<file path="config.mk">
export PLATFORM = sky130hd
export DESIGN_NAME = spi_req_arbiter_flat
export DESIGN_NICKNAME = d
export VERILOG_FILES = /design/src/rtl/spi_req_arbiter_if.sv /design/src/rtl/spi_req_arbiter.sv /design/src/flat_wrapper.sv
export SDC_FILE = /design/constraint.sdc
export NUM_CORES = 1
export LEC_CHECK = 0
export CAP_MARGIN = 20
export CELL_PAD_IN_SITES_DETAIL_PLACEMENT = 0
export CELL_PAD_IN_SITES_GLOBAL_PLACEMENT = 2
export CORE_ASPECT_RATIO = 1.2
export CORE_MARGIN = 2
export CORE_UTILIZATION = 23
export DETAILED_ROUTE_END_ITERATION = 8
export HOLD_SLACK_MARGIN = 0.06
export PLACE_DENSITY_LB_ADDON = 0.1
export SLEW_MARGIN = 20
export SYNTH_ARGS = -nofsm -noshare
export SYNTH_HDL_FRONTEND = slang
export SYNTH_SLANG_ARGS = --single-unit
</file>
<file path="constraint.sdc">
create_clock -name clk -period 3.5 [get_ports clk]
set_input_delay 0.7 -clock clk [delete_from_list [all_inputs] [get_ports clk]]
set_output_delay 0.7 -clock clk [all_outputs]
set_load 0.1 [all_outputs]
</file>
<file path="src/rtl/spi_req_arbiter_if.sv">
// rtl/spi_req_arbiter_if.sv - link between the request arbiter and the single SPI master core
interface spi_req_arbiter_if;
  logic        spi_send;
  logic [15:0] spi_data_in;
  logic [15:0] spi_data_out;
  logic        spi_done;

  modport master (
    output spi_send,
    output spi_data_in,
    input  spi_data_out,
    input  spi_done
  );

  modport slave (
    input  spi_send,
    input  spi_data_in,
    output spi_data_out,
    output spi_done
  );
endinterface

</file>
<file path="src/rtl/spi_req_arbiter.sv">
// rtl/spi_req_arbiter.sv - round-robin arbiter sharing one 16-bit SPI master core among NREQ requesters
// Optional watchdog on the WAIT state is enabled with `define SPI_ARB_TIMEOUT_EN.
module spi_req_arbiter #(
  parameter int NREQ    = 4,
  parameter int TIMEOUT = 1024
) (
  input  logic                     clk,
  input  logic                     nrst,
  input  logic [NREQ-1:0]          req,
  input  logic [16*NREQ-1:0]       wdata,
  output logic [NREQ-1:0]          ack,
  output logic [15:0]              rdata,
  output logic                     err,
  output logic                     busy,
  output logic [$clog2(NREQ)-1:0]  owner,
  spi_req_arbiter_if.master        spi
);

  localparam int OW = $clog2(NREQ);

  if (NREQ < 2 || NREQ > 8) begin : g_bad_nreq
    $error("spi_req_arbiter: NREQ must be in 2..8");
  end
  if (TIMEOUT < 2 || TIMEOUT > 65535) begin : g_bad_timeout
    $error("spi_req_arbiter: TIMEOUT must be in 2..65535");
  end

  typedef enum logic [1:0] {
    S_IDLE,
    S_SEND,
    S_WAIT,
    S_ACK
  } state_t;

  state_t          state_q, state_d;
  logic [OW-1:0]   owner_q, owner_d;
  logic [15:0]     tx_q, tx_d;
  logic [15:0]     rdata_q, rdata_d;
  logic [OW-1:0]   cand;
  logic            found;

`ifdef SPI_ARB_TIMEOUT_EN
  logic [15:0]     wdog_q, wdog_d;
  logic            err_q, err_d;
`endif

  always_comb begin
    state_d = state_q;
    owner_d = owner_q;
    tx_d    = tx_q;
    rdata_d = rdata_q;
    cand    = '0;
    found   = 1'b0;
`ifdef SPI_ARB_TIMEOUT_EN
    wdog_d  = wdog_q;
    err_d   = 1'b0;
`endif
    case (state_q)
      S_IDLE: begin
        // Search starts just past the last grantee so it drops to lowest priority.
        for (int k = 1; k <= NREQ; k++) begin
          cand = OW'((int'(owner_q) + k) % NREQ);
          if (!found && req[cand]) begin
            found   = 1'b1;
            owner_d = cand;
            tx_d    = wdata[16*cand +: 16];
          end
        end
        if (found) begin
          state_d = S_SEND;
        end
      end
      S_SEND: begin
        state_d = S_WAIT;
`ifdef SPI_ARB_TIMEOUT_EN
        wdog_d  = '0;
`endif
      end
      S_WAIT: begin
`ifdef SPI_ARB_TIMEOUT_EN
        wdog_d = wdog_q + 16'd1;
`endif
        if (spi.spi_done) begin
          rdata_d = spi.spi_data_out;
          state_d = S_ACK;
        end
`ifdef SPI_ARB_TIMEOUT_EN
        else if (wdog_q == 16'(TIMEOUT - 1)) begin
          // A done arriving in this same cycle takes the branch above instead.
          rdata_d = 16'hFFFF;
          err_d   = 1'b1;
          state_d = S_ACK;
        end
`endif
      end
      S_ACK: begin
        state_d = S_IDLE;
      end
      default: begin
        state_d = S_IDLE;
      end
    endcase
  end

  always_ff @(posedge clk or negedge nrst) begin
    if (!nrst) begin
      state_q <= S_IDLE;
      owner_q <= OW'(NREQ - 1);
      tx_q    <= '0;
      rdata_q <= '0;
`ifdef SPI_ARB_TIMEOUT_EN
      wdog_q  <= '0;
      err_q   <= 1'b0;
`endif
    end else begin
      state_q <= state_d;
      owner_q <= owner_d;
      tx_q    <= tx_d;
      rdata_q <= rdata_d;
`ifdef SPI_ARB_TIMEOUT_EN
      wdog_q  <= wdog_d;
      err_q   <= err_d;
`endif
    end
  end

  always_comb begin
    ack = '0;
    for (int i = 0; i < NREQ; i++) begin
      ack[i] = (state_q == S_ACK) && (owner_q == OW'(i));
    end
  end

  assign rdata           = rdata_q;
  assign busy            = (state_q != S_IDLE);
  assign owner           = owner_q;
  assign spi.spi_send    = (state_q == S_SEND);
  assign spi.spi_data_in = tx_q;

`ifdef SPI_ARB_TIMEOUT_EN
  assign err = err_q;
`else
  assign err = 1'b0;
`endif

endmodule

</file>
<file path="src/flat_wrapper.sv">
// flat-port wrapper written by rule: the top's interface ports become plain ports
module spi_req_arbiter_flat 
#(
  parameter int NREQ    = 4,
  parameter int TIMEOUT = 1024
)
  (clk, nrst, req, wdata, ack, rdata, err, busy, owner, spi_spi_send, spi_spi_data_in, spi_spi_data_out, spi_spi_done);
  spi_req_arbiter_if spi_i ();
  input  logic clk;
  input  logic nrst;
  input  logic [NREQ-1:0] req;
  input  logic [16*NREQ-1:0] wdata;
  output logic [NREQ-1:0] ack;
  output logic [15:0] rdata;
  output logic err;
  output logic busy;
  output logic [$clog2(NREQ)-1:0] owner;
  output wire logic [$bits(spi_i.spi_send)-1:0] spi_spi_send;
  output wire logic [$bits(spi_i.spi_data_in)-1:0] spi_spi_data_in;
  input wire logic [$bits(spi_i.spi_data_out)-1:0] spi_spi_data_out;
  input wire logic [$bits(spi_i.spi_done)-1:0] spi_spi_done;
  assign spi_spi_send = spi_i.spi_send;
  assign spi_spi_data_in = spi_i.spi_data_in;
  assign spi_i.spi_data_out = spi_spi_data_out;
  assign spi_i.spi_done = spi_spi_done;
  spi_req_arbiter #(.NREQ(NREQ), .TIMEOUT(TIMEOUT)) u_core (.clk(clk), .nrst(nrst), .req(req), .wdata(wdata), .ack(ack), .rdata(rdata), .err(err), .busy(busy), .owner(owner), .spi(spi_i));
endmodule
</file>
==> results.toml, run 1 <==
[logic_synthesis]
seq_area_frac_synth_pct = 39.1
yosysTopAreaCell = "dfrtp_1"
synth.distinct_cells = 38
synth.area.top_cells = "dfrtp_1, mux2i_1, mux2_2, ha_1, o221ai_2"
netlist_instances = 198
synth_nets = 294
synth_area_mm2 = 0.00231
avgSynthCellArea_um2 = 11.7
synthDominantCellAreaShare_pct = 36.9
synthTopCellsByCount = "mux2i_1, dfrtp_1, nand2_1"
ys_ff_latch = 36
async_flop_share_pct = 100
yosys_warnings = 0
ys.flop_type = "dfrtp_1"
synth_edf_count = 0
synth_most_common_cell = "mux2i_1"

[floorplan]
die_w_um = 95.5
start_util_pct = 23.3
die_h_um = 114
io_pins = 128
rows = 40
die_area_mm2 = 0.0109
coreArea_mm2 = 0.00991

[sta]
hold_ws_ns = 0.490
finalSetupViolations = 0
skew_ns = 0.00403
timing.fmax_mhz = 326
min_period_ns = 3.07
final.setup.tns_ns = 0
worst_slew_pin_slew_ns = 1.00
drv_slew = 0
hold_violations = 0
rsz0062_at_grt = "false"
slew_headroom_pct = 33.0
final_min_period_over_clock_period_pct = 87.8

[routing]
drt_iter0_markers = 65
wl_um = 6980
wl_per_cell_um = 15.4
ant_nets = 0
via_count = 1996
viasPerCell = 4.40
drc = 0
dr.pass1.iters = 4

[setup_path]
cpLargestDelayFamily = "compound AO/OA/AOI/OAI gates"
arrival_ns = 3.18
path_max_fanout = 16
critPathKind = "reg2reg"
start_kind = "register"
crit_chain = "inv_1, ha_1, mux2i_1, mux2_2, nand2_2, and3b_1, o21ai_2, o221ai_1"
path_depth = 8
max_stage_delay_ns = 0.71
crit_required_ns = 3.61
crit_buf_inv = 1
slowest_stage = "o21ai_2"
cp-end-kind = "register"
reg2reg_depth = 8

[global_routing]
grt_pass1_wl_um = 11000
grt.overflow.total = 0
grtUsageTotal_pct = 13.4
grt_pass1_vias = 2072
grt_max_degree = 37
antenna_found_initial = 0

[min_path]
worstHoldPathCells = 2
hp-class = "reg2reg"

[flow_run]
maxCapViolCount = 0

[placed_design]
port_buffers = 126
routabilityCongestion = 0.723
post-dp-hpwl_um = 5290

[clock_network]
clock_latency_ns = 0.28
cts_buffer_depth = 2
htree_levels = 2
cts_tree = "done"
cts_resized = 0
cts_root_buffer = "clkbuf_16"
cts_made_buffers = 5
clock_sinks = 36
clkTransAtPathRegs_ns = 0.06
postCtsSetupBuffers = 0
ctsHoldBuffers = 0

[cells_and_area]
finalNetCount = 423
final_layout_size_suffix_gt1_share_pct = 20.7
area_growth_pct = 65.9
antenna_cells = 0

[run_status]
status = "completed"
==> metal layers <==
metal / share of wire (%) / global-route usage (%)
met1: 39 / 15.6
met2: 52 / 23.1
met3: 7.5 / 4.29
met4: 1.4 / 4.38
met5: 0 / 0
==> final cells by class <==
| type | instances | area [µm²] |
|---|---|---|
| Clock buffer | 6 | 129 |
| Clock inverter | 2 | 35.0 |
| Fill cell | 1003 | 6080 |
| Inverter | 6 | 22.5 |
| Multi-Input combinational cell | 145 | 1290 |
| Sequential cell | 36 | 907 |
| Tap cell | 126 | 158 |
| Timing Repair Buffer | 133 | 1290 |
==> placed cells by master, fill, tap and decap left out, types with 2 or more instances in the layout <==
cell type | netlist | final
nand2b_1 | 4 | 4
nor2b_1 | 2 | 2
o221ai_1 | 10 | 10
nor2_1 | 4 | 4
dfrtp_1 | 34 | 34
and2_1 | 4 | 4
inv_1 | 6 | 6
o221ai_2 | 6 | 6
mux2_2 | 19 | 19
o21ai_0 | 6 | 6
a21oi_1 | 3 | 3
ha_1 | 9 | 9
mux2i_1 | 37 | 37
clkbuf_16 | 0 | 5
nand2_1 | 21 | 21
mux4_2 | 2 | 2
clkdlybuf4s50_1 | 0 | 111
o21ai_2 | 2 | 2
buf_4 | 2 | 20
==> per-stage QoR <==
stage	instance area, µm²	setup slack, ns	util [%]	cells
5_1_grt	3830	0.210	38.6	454
3_5_place_dp	3670	0.156	37.0	446
4_1_cts	3830	0.399	38.6	454
2_1_floorplan	2310	0.128	-	198
3_3_place_gp	3670	0.185	37.0	446
6_report	3830	0.428	38.6	454
==> kinds of logic (layout without fill, tap and decap cells) <==
logic type	after synthesis	count (layout)	synth area share (%)
other	1	1	0.162
multiplexers	58	58	27.3
AO/OA/AOI/OAI	36	36	15.0
adder cells (fa/ha/maj)	9	9	4.88
AND/OR/NAND/NOR	41	41	8.73
flip-flops	36	36	39.1
buffers and inverters	17	147	4.88
==> registers in the layout, indices dropped and copies added (netlist names) <==
register and count:
u_core.owner 2, u_core.rdata 16, u_core.spi.spi_data_in 16, u_core.state_q 2
==> worst reg2reg max path: cells and delay by family, from the launching register on <==
| family | cells | cell delay, ns |
|---|---|---|
| AO/OA/AOI/OAI | 2 | 0.97 |
| adder cells (fa/ha/maj) | 1 | 0.46 |
| buffers and inverters | 1 | 0.05 |
| flip-flops | 1 | 0.61 |
| multiplexers | 2 | 0.48 |
| AND/OR/NAND/NOR | 2 | 0.34 |
==> final timing paths <==
kind | startpoint | end | slack [ns]
setup / recovery | u_core.owner[0]$_DFFE_PN1P_ | u_core.spi.spi_data_in[14]$_DFFE_PN0P_ | 0.43
hold / removal | u_core.spi.spi_data_in[1]$_DFFE_PN0P_ | u_core.spi.spi_data_in[1]$_DFFE_PN0P_ | 0.49
setup reg to reg | u_core.owner[0]$_DFFE_PN1P_ | u_core.spi.spi_data_in[14]$_DFFE_PN0P_ | 0.43
hold reg to reg | u_core.spi.spi_data_in[1]$_DFFE_PN0P_ | u_core.spi.spi_data_in[1]$_DFFE_PN0P_ | 0.49
max in group asynchronous | nrst | u_core.rdata[7]$_DFFE_PN0P_ | 2.42
min in group asynchronous | nrst | u_core.spi.spi_data_in[10]$_DFFE_PN0P_ | 0.53
Power of run 1 is left out: the tool's default activity adds up to more than one toggle a clock period on the data nets, which glitch-free logic cannot reach.
==> run 2, diff against run 1 <==
CAP_MARGIN = 5   (was 20)
==> results of run 2 <==
The final DEF is identical to that of run 1; final timing and power are the same.
Power of run 2 is left out for the same reason.
